==> config.mk <==
export PLATFORM = sky130hd
export DESIGN_NAME = ex_mem_stage
export DESIGN_NICKNAME = d
export VERILOG_FILES = /design/src/rtl/ex_mem_stage.sv
export SDC_FILE = /design/constraint.sdc
export NUM_CORES = 2
export LEC_CHECK = 0
export ABC_AREA = 1
export BUFFER_PORTS_ARGS = -buffer_cell sky130_fd_sc_hd__buf_2
export CELL_PAD_IN_SITES_DETAIL_PLACEMENT = 2
export CELL_PAD_IN_SITES_GLOBAL_PLACEMENT = 2
export CORE_MARGIN = 2
export CORE_UTILIZATION = 23
export CTS_BUF_LIST = sky130_fd_sc_hd__clkbuf_8
export CTS_CLUSTER_DIAMETER = 200
export DETAILED_ROUTE_END_ITERATION = 12
export PLACE_DENSITY_LB_ADDON = 0.15
export SETUP_SLACK_MARGIN = 0.1
export SLEW_MARGIN = 20
export SYNTH_ARGS = -nofsm -noshare
export SYNTH_HDL_FRONTEND = slang
export SYNTH_SLANG_ARGS = --single-unit
==> constraint.sdc <==
create_clock -name clk -period 4.9 [get_ports clk]
set_clock_uncertainty 0.1 [all_clocks]
set_input_delay 0.98 -clock clk [delete_from_list [all_inputs] [get_ports clk]]
set_output_delay 0.98 -clock clk [all_outputs]
set_load 0.005 [all_outputs]
==> src/rtl/ex_mem_stage.sv <==
// Execute stage of the pipelined LEGv8 CPU with its EX/MEM pipeline latch.
// Holds operand forwarding, the ALU/shifter, the branch adder and the NZCV flag register.
module ex_mem_stage #(
  parameter int WIDTH = 64,
  parameter int RADDR = 5
) (
  input  logic             clk,
  input  logic             rst,
  input  logic             enable,
  input  logic             flush,
  input  logic [WIDTH-1:0] RD1_in,
  input  logic [WIDTH-1:0] RD2_in,
  input  logic [WIDTH-1:0] PCaddr_in,
  input  logic [WIDTH-1:0] se_in,
  input  logic [RADDR-1:0] Rd_in,
  input  logic [5:0]       cntrl_EX_in,
  input  logic [4:0]       cntrl_M_in,
  input  logic [1:0]       cntrl_WB_in,
  input  logic [1:0]       fwdA,
  input  logic [1:0]       fwdB,
  input  logic [WIDTH-1:0] wb_data,
  output logic [WIDTH-1:0] alu_out,
  output logic [WIDTH-1:0] store_data,
  output logic [WIDTH-1:0] br_target,
  output logic             zero_out,
  output logic [RADDR-1:0] Rd_out,
  output logic [4:0]       cntrl_M_out,
  output logic [1:0]       cntrl_WB_out,
  output logic [3:0]       flags
);

  typedef enum logic [2:0] {
    OP_PASS  = 3'b000,
    OP_ZERO  = 3'b001,
    OP_ADD   = 3'b010,
    OP_SUB   = 3'b011,
    OP_AND   = 3'b100,
    OP_OR    = 3'b101,
    OP_XOR   = 3'b110,
    OP_SHIFT = 3'b111
  } alu_op_e;

  logic       alu_src;
  logic       shift_right;
  logic       flag_en;
  alu_op_e    alu_op;

  assign alu_src     = cntrl_EX_in[5];
  assign shift_right = cntrl_EX_in[4];
  assign flag_en     = cntrl_EX_in[3];
  assign alu_op      = alu_op_e'(cntrl_EX_in[2:0]);

  logic [WIDTH-1:0] op_a;
  logic [WIDTH-1:0] op_bf;
  logic [WIDTH-1:0] alu_b;

  // Forward select 01 reads the latched alu_out, so there is no combinational loop.
  always_comb begin
    case (fwdA)
      2'b01:   op_a = alu_out;
      2'b10:   op_a = wb_data;
      default: op_a = RD1_in;
    endcase
    case (fwdB)
      2'b01:   op_bf = alu_out;
      2'b10:   op_bf = wb_data;
      default: op_bf = RD2_in;
    endcase
    alu_b = alu_src ? se_in : op_bf;
  end

  logic [WIDTH-1:0] result;
  logic [WIDTH-1:0] b_eff;
  logic [WIDTH:0]   sum_ext;
  logic             carry;
  logic             ovf;
  logic [5:0]       shamt;
  logic             is_sub;

  // Subtraction shares the adder as A + ~B + 1, which yields the LEGv8 carry convention.
  always_comb begin
    result  = '0;
    carry   = 1'b0;
    ovf     = 1'b0;
    is_sub  = (alu_op == OP_SUB);
    b_eff   = is_sub ? ~alu_b : alu_b;
    sum_ext = {1'b0, op_a} + {1'b0, b_eff} + {{WIDTH{1'b0}}, is_sub};
    shamt   = alu_b[5:0];
    case (alu_op)
      OP_PASS: result = alu_b;
      OP_ZERO: result = '0;
      OP_ADD, OP_SUB: begin
        result = sum_ext[WIDTH-1:0];
        carry  = sum_ext[WIDTH];
        ovf    = (op_a[WIDTH-1] == b_eff[WIDTH-1]) &&
                 (sum_ext[WIDTH-1] != op_a[WIDTH-1]);
      end
      OP_AND:   result = op_a & alu_b;
      OP_OR:    result = op_a | alu_b;
      OP_XOR:   result = op_a ^ alu_b;
      OP_SHIFT: result = shift_right ? (op_a >> shamt) : (op_a << shamt);
      default:  result = '0;
    endcase
  end

  logic [3:0]       nzcv;
  logic [WIDTH-1:0] br_next;

  assign nzcv    = {result[WIDTH-1], (result == '0), carry, ovf};
  assign br_next = PCaddr_in + (se_in << 2);

  // Flush loads a bubble even while stalled; the flag register only moves on a real instruction.
  always_ff @(posedge clk or negedge rst) begin
    if (!rst) begin
      alu_out      <= '0;
      store_data   <= '0;
      br_target    <= '0;
      zero_out     <= 1'b0;
      Rd_out       <= '0;
      cntrl_M_out  <= '0;
      cntrl_WB_out <= '0;
      flags        <= '0;
    end else if (flush) begin
      alu_out      <= '0;
      store_data   <= '0;
      br_target    <= '0;
      zero_out     <= 1'b0;
      Rd_out       <= '0;
      cntrl_M_out  <= '0;
      cntrl_WB_out <= '0;
    end else if (enable) begin
      alu_out      <= result;
      store_data   <= op_bf;
      br_target    <= br_next;
      zero_out     <= (result == '0);
      Rd_out       <= Rd_in;
      cntrl_M_out  <= cntrl_M_in;
      cntrl_WB_out <= cntrl_WB_in;
      if (flag_en) begin
        flags <= nzcv;
      end
    end
  end

endmodule

# --- Word-level counts from Yosys, hierarchy flattened ---
# Index checks and enable logic that the tools add are counted.
word_totals:
  ff_bits: 209
  latchBits: 0
  mem_bits_rw: 0
  romBits: 0
  elab_cells: 59
  mem_count: 0
classes:
  n_addsub: 3
  multipliers: 0
  div_mod_pow: 0
  magnitude_cmp: 0
  n_eq_ne: 13
  shift: 2
  muxes: 22
  bitwise_logic: 5
  reduce_logical: 6
ops:
  columns: ["cell", "n"]
  rows:
  - ["$mux W64", 9]
  - ["$pmux W64 S7", 1]
  - ["$pmux W64 S2", 2]
  - ["$add A64 B64 Y65", 1]
  - ["$add A65 B1 Y65", 1]
  - ["$add A64 B64 Y64", 1]
  - ["$and A64 B64 Y64", 1]
  - ["$logic_not A64 Y1", 1]
  - ["$not A64 Y64", 1]
  - ["$or A64 B64 Y64", 1]
  - ["$shl A64 B6 Y64", 1]
  - ["$shr A64 B6 Y64", 1]
  - ["$xor A64 B64 Y64", 1]
  - ["$mux W5", 4]
  - ["$eq A3 B3 Y1 const B", 4]
  - ["$eq A3 B2 Y1 const B", 2]
  - ["$eq A2 B1 Y1 const B", 2]
  - ["$eq A2 B2 Y1 const B", 2]
  - ["$mux W1", 4]
  - ["$mux W2", 2]
  - ["$eq A3 B1 Y1 const B", 1]
  - ["$logic_not A3 Y1", 1]
  - ["$reduce_and A3 Y1", 1]
  - ["$reduce_bool A2 Y1", 1]
  - ["5 further kinds", 5]

# --- Depth between registers and ports, before layout ---
logic_depth:
  depth_word: 11
  ltp_mapped: 37
  ltp_nobuf: 33

# --- Worst setup path after synthesis ---
# Ideal clock, no wire load.
synth_timing:
  kind: "input port to flip-flop"
  start: "in fwdB[0]"
  end: "reg zero_out"
  setup_ps: 66
  arrival_ps: 4833
  required_time_ps: 4734
  path_slack_ps: -98
  stages: 30
  n_path_buf: 3
  cell_sequence: "inv_1 > ha_1 > buf_4 > clkbuf_1 > clkbuf_1 > a221o_1 > o21ai_0 > or2_2 > o21ai_0 > xor2_1 > ha_1 > a21o_1 > a21boi_0 > a21boi_0 > nor2_1 > nor2_1 > nand3_1 > o21ai_0 > nand2_1 > inv_1 > o21ai_1 > nand2_1 > nand2_1 > inv_1 > nand2_1 > nor2_1 > nand2_1 > nor2_1 > nand3_1 > nand2_1"
synth_via:
  elab_chain_cells: 11
  elab_cells_between_ends: 18
  classes_between: "add/sub (2); eq/ne (2); shift (2); mux (7); bitwise (4); reduce/logical (1)"
synth_rtl:
  columns: ["item", "line_no", "text"]
  rows:
  - ["from (decl)", "20", "input logic [1:0] fwdB,"]
  - ["$eq A2 B2 Y1 or $eq A2 B1 Y1 (tied branches)", "64", "case (fwdB)"]
  - ["$pmux W64 S2 *", "64", null]
  - ["$mux W64 *", "69", "alu_b = alu_src ? se_in : op_bf;"]
  - ["$not A64 Y64", "86", "b_eff = is_sub ? ~alu_b : alu_b;"]
  - ["$mux W64", "86", null]
  - ["$add A64 B64 Y65", "87", "sum_ext = {1'b0, op_a} + {1'b0, b_eff} + {{WIDTH{1'b0}}, is_sub};"]
  - ["$add A65 B1 Y65", "87", null]
  - ["$pmux W64 S7 *", "89", "case (alu_op)"]
  - ["$logic_not A64 Y1 *", "135", "zero_out <= (result == '0);"]
  - ["$mux W1 *", "131", "end else if (enable) begin"]
  - ["$mux W1 *", "123", "end else if (flush) begin"]
  - ["to (signal assigned)", "135", null]
  - ["to (decl)", "25", "output logic zero_out,"]
# Every way passes the cells marked *; elsewhere a longest branch is shown, timed or not. The select of a mux whose other input is x is not followed.
# A chain may end at the register's enable or synchronous reset.

# --- Worst setup path in the final report ---
# Ends and elaborated chain as after synthesis.

==> results.txt <==
Status -> complete, but fails checks
Failing checks -> setup timing
CP max-delay cell -> ha_1
Final hold vios -> 0
Area of the multi-input gates -> 26100 sq um
Via count -> 50800
CP peak stage delay -> 0.37 ns
Tcrit/Tclk final -> 106%
Maximum clock rate -> 192 MHz
Post-Syn Nets -> 6222
Pre-antenna DRT Iters -> 5
Min cycle time layout -> 5.21 ns
Worst hold slack -> 0.222 ns
Post-synth top cells -> nand2_1 (1564), nand3_1 (1036), inv_1 (512)
Yosys top cell area share -> 18.0%
Ports -> 555
Clk_lat worst skew -> 0.70 ns
Final Util -> 36.4%
# DRC -> 0
CTS tree -> done
Crit Path Class -> in2reg
Fillers -> 17500
P&R area growth vs syn -> 57.3%
Routed length per instance -> 31.2 microns
DR vias/cell -> 5.45
Worst EP required -> 5.41 ns
GRT overflow -> 0
Pwr per Cell Area -> 293 nW/um^2
Cell with the most instances after synthesis -> nand2_1
Critical Path AT -> 5.72 ns
Final setup vio count -> 3
CTS Buf Count -> 47
Gr usage total -> 38.2%
Synth Cell Area -> 32700 sq um
Yosys warnings -> 0
Seq/Total Area, Yosys -> 16.0%
Htree depth -> 2
Clk buf depth -> 3
Count of buffers from port buffering -> 554
RSZ-0062 raised after global routing -> true
Synthesized flop and latch total -> 209
Max-cap violations -> 0
Area contributors post-synth -> nand2_1 (18%), dfrtp_1 (16%), nand3_1 (16%)
Async SR Flop Fraction -> 100%
First DRT Iteration DRCs -> 4133
Core Region -> 141000 sq um
Die footprint -> 145000 sq um
Distinct cells, synth -> 57
CTS sink count -> 209
Post-Route WL -> 290000 microns
Storage cell area -> 5230 sq um
Initial core utilization -> 23.1%
Die H -> 381 microns
Largest net degree at the start of global routing -> 103
Crit. End Element -> flop
Worst hold path type -> in2async
Mapped Cells -> 5617
Final GP Congestion -> 1.07
Post-CTS Hold Fix Bufs -> 0
Detailed Place HPWL -> 247000 microns
Final-stage net count -> 7961
Slew Limit Fails -> 0
CP Launch Type -> input port
Worst-Margin Slew -> 0.974 ns
Number of global-route vias before repair -> 52600
Static leakage -> 26.4 nW
Chip width -> 381 microns
Syn Area/Cell -> 5.82 sq um
Clk pin slew, worst setup/hold paths -> 0.06 ns
Worst slew margin -> 35.0%
Root buf cell -> clkbuf_8
Synth Flop Type -> dfrtp_1
Cell taking the most area after synthesis -> nand2_1
First-pass GRT wire length -> 401000 microns
Maximum VDD drop -> 0.000196 V
Antenna violations before repair -> 78
Share of cells above drive strength 1 -> 35.4%
CP max FO -> 13
EDFF count, synth -> 0
DRT antenna net count -> 0
FP Rows -> 138
PnR worst setup slack -> -0.313 ns
==> metal layers <==
metal	global-route usage, %	vias up	part of all wire [%]
met5	0	-	0.11
met4	14.8	46	4.9
met2	63.0	1853	45
met1	49.1	25900	42
met3	7.23	502	7.5
li1	-	22500	-
==> per-stage QoR <==
stage / power (mW) / worst slack (ns) / std cells / area [sq um] / setup TNS (ns)
2_1_floorplan: 5.98 / 0.109 / 5617 / 32700 / 0
3_3_place_gp: 11.4 / -2.23 / 9113 / 47500 / -53.51
3_5_place_dp: 11.6 / -2.26 / 9113 / 47500 / -60.25
4_1_cts: 14.4 / -0.171 / 9237 / 49900 / -0.333
5_1_grt: 15.8 / -0.463 / 9291 / 51300 / -1.35
6_report: 15.1 / -0.313 / 9306 / 51400 / -0.701
==> power breakdown <==
part / internal, mW / leakage [nW] / switching (mW) / total [mW]
Sequential: 1.88 / 2.80 / 0.141 / 2.02
Clock: 1.29 / 0.578 / 1.01 / 2.30
Combinational: 4.25 / 23.0 / 6.49 / 10.7
==> cells in the final DEF, fill, tap and decap left out, types with 12 or more instances in the layout <==
cell | Yosys | final
o21ai_1 | 78 | 138
dfrtp_1 | 209 | 209
nor3_1 | 24 | 16
inv_1 | 512 | 500
diode_2 | 0 | 26
xor2_1 | 75 | 66
a21o_1 | 14 | 14
nand2_1 | 1564 | 1494
or2_2 | 95 | 89
ha_4 | 0 | 12
a31oi_1 | 41 | 37
nand2_2 | 12 | 69
a221oi_1 | 23 | 23
buf_6 | 9 | 17
a21oi_1 | 293 | 235
o211ai_1 | 26 | 26
clkbuf_8 | 0 | 56
a211oi_1 | 23 | 23
nor2_4 | 1 | 36
o21ai_2 | 7 | 76
o2111ai_1 | 14 | 14
o21ai_4 | 2 | 15
a221o_1 | 58 | 58
a21oi_2 | 0 | 49
o21a_1 | 18 | 17
buf_2 | 109 | 552
nor2_2 | 0 | 57
buf_4 | 16 | 1364
buf_12 | 0 | 66
nand4_1 | 30 | 30
a22o_1 | 16 | 16
nand3_1 | 1036 | 1011
ha_1 | 257 | 235
nor2_1 | 301 | 209
nand3_2 | 2 | 16
o21ai_0 | 453 | 311
nand2_4 | 0 | 13
o31ai_1 | 17 | 17
inv_2 | 10 | 33
==> cell type report <==
type | instances | area share, %
inverter | 529 | 3.92
antenna | 26 | 0.127
multi-input combinational | 4564 | 50.7
timing repair buffer | 2005 | 28.5
clock buffer | 56 | 1.50
sequential | 209 | 10.2
clock inverter | 27 | 0.482
tap | 1890 | 4.60
==> cell families after synthesis <==
| group | share of synthesized area (%) |
|---|---|
| DFF | 16.0 |
| and+or+nand+nor | 41.1 |
| AOI/OAI and AO/OA | 20.2 |
| buffers and inverters | 10.5 |
| xor gates and xnor gates | 2.25 |
| adders and majority gates | 9.97 |
==> critical path: cells and delay by family <==
kind | cells | cell delay, ns
xor gates and xnor gates | 1 | 0.15
buffers and inverters | 13 | 1.57
and+or+nand+nor | 15 | 1.58
AOI/OAI and AO/OA | 5 | 0.70
adders and majority gates | 2 | 0.69
==> flip-flops by register name, summed over array words and instances (netlist names) <==
| name | cells |
|---|---|
| alu_out | 64 |
| br_target | 64 |
| store_data | 64 |
| Rd_out | 5 |
| cntrl_M_out | 5 |
| flags | 4 |
| cntrl_WB_out | 2 |
| zero_out | 1 |
==> timing repair <==
| item | CTS | global route |
|---|---|---|
| buffers inserted | 39 | 42 |
| gates cloned | 2 | 1 |
| gates resized for setup | 358 | 315 |
| pin swaps | 65 | 103 |
| endpoints found under the setup margin | 42 | 36 |
==> final timing paths <==
path | endpoint | slack, ns | depth (start not counted) | startpoint
worst min-delay path | Rd_out[4] | 0.22 | 1 | rst
max in group asynchronous | store_data[4] | 3.33 | 2 | rst
worst max-delay path | zero_out | -0.31 | 36 | fwdB[0]
worst max register to register | zero_out | 0.03 | 25 | alu_out[57]
worst min register to register | br_target[40] | 0.38 | 2 | br_target[40]
min in group clk | br_target[40] | 0.38 | 2 | br_target[40]
Power figures use the tool's default switching activity.
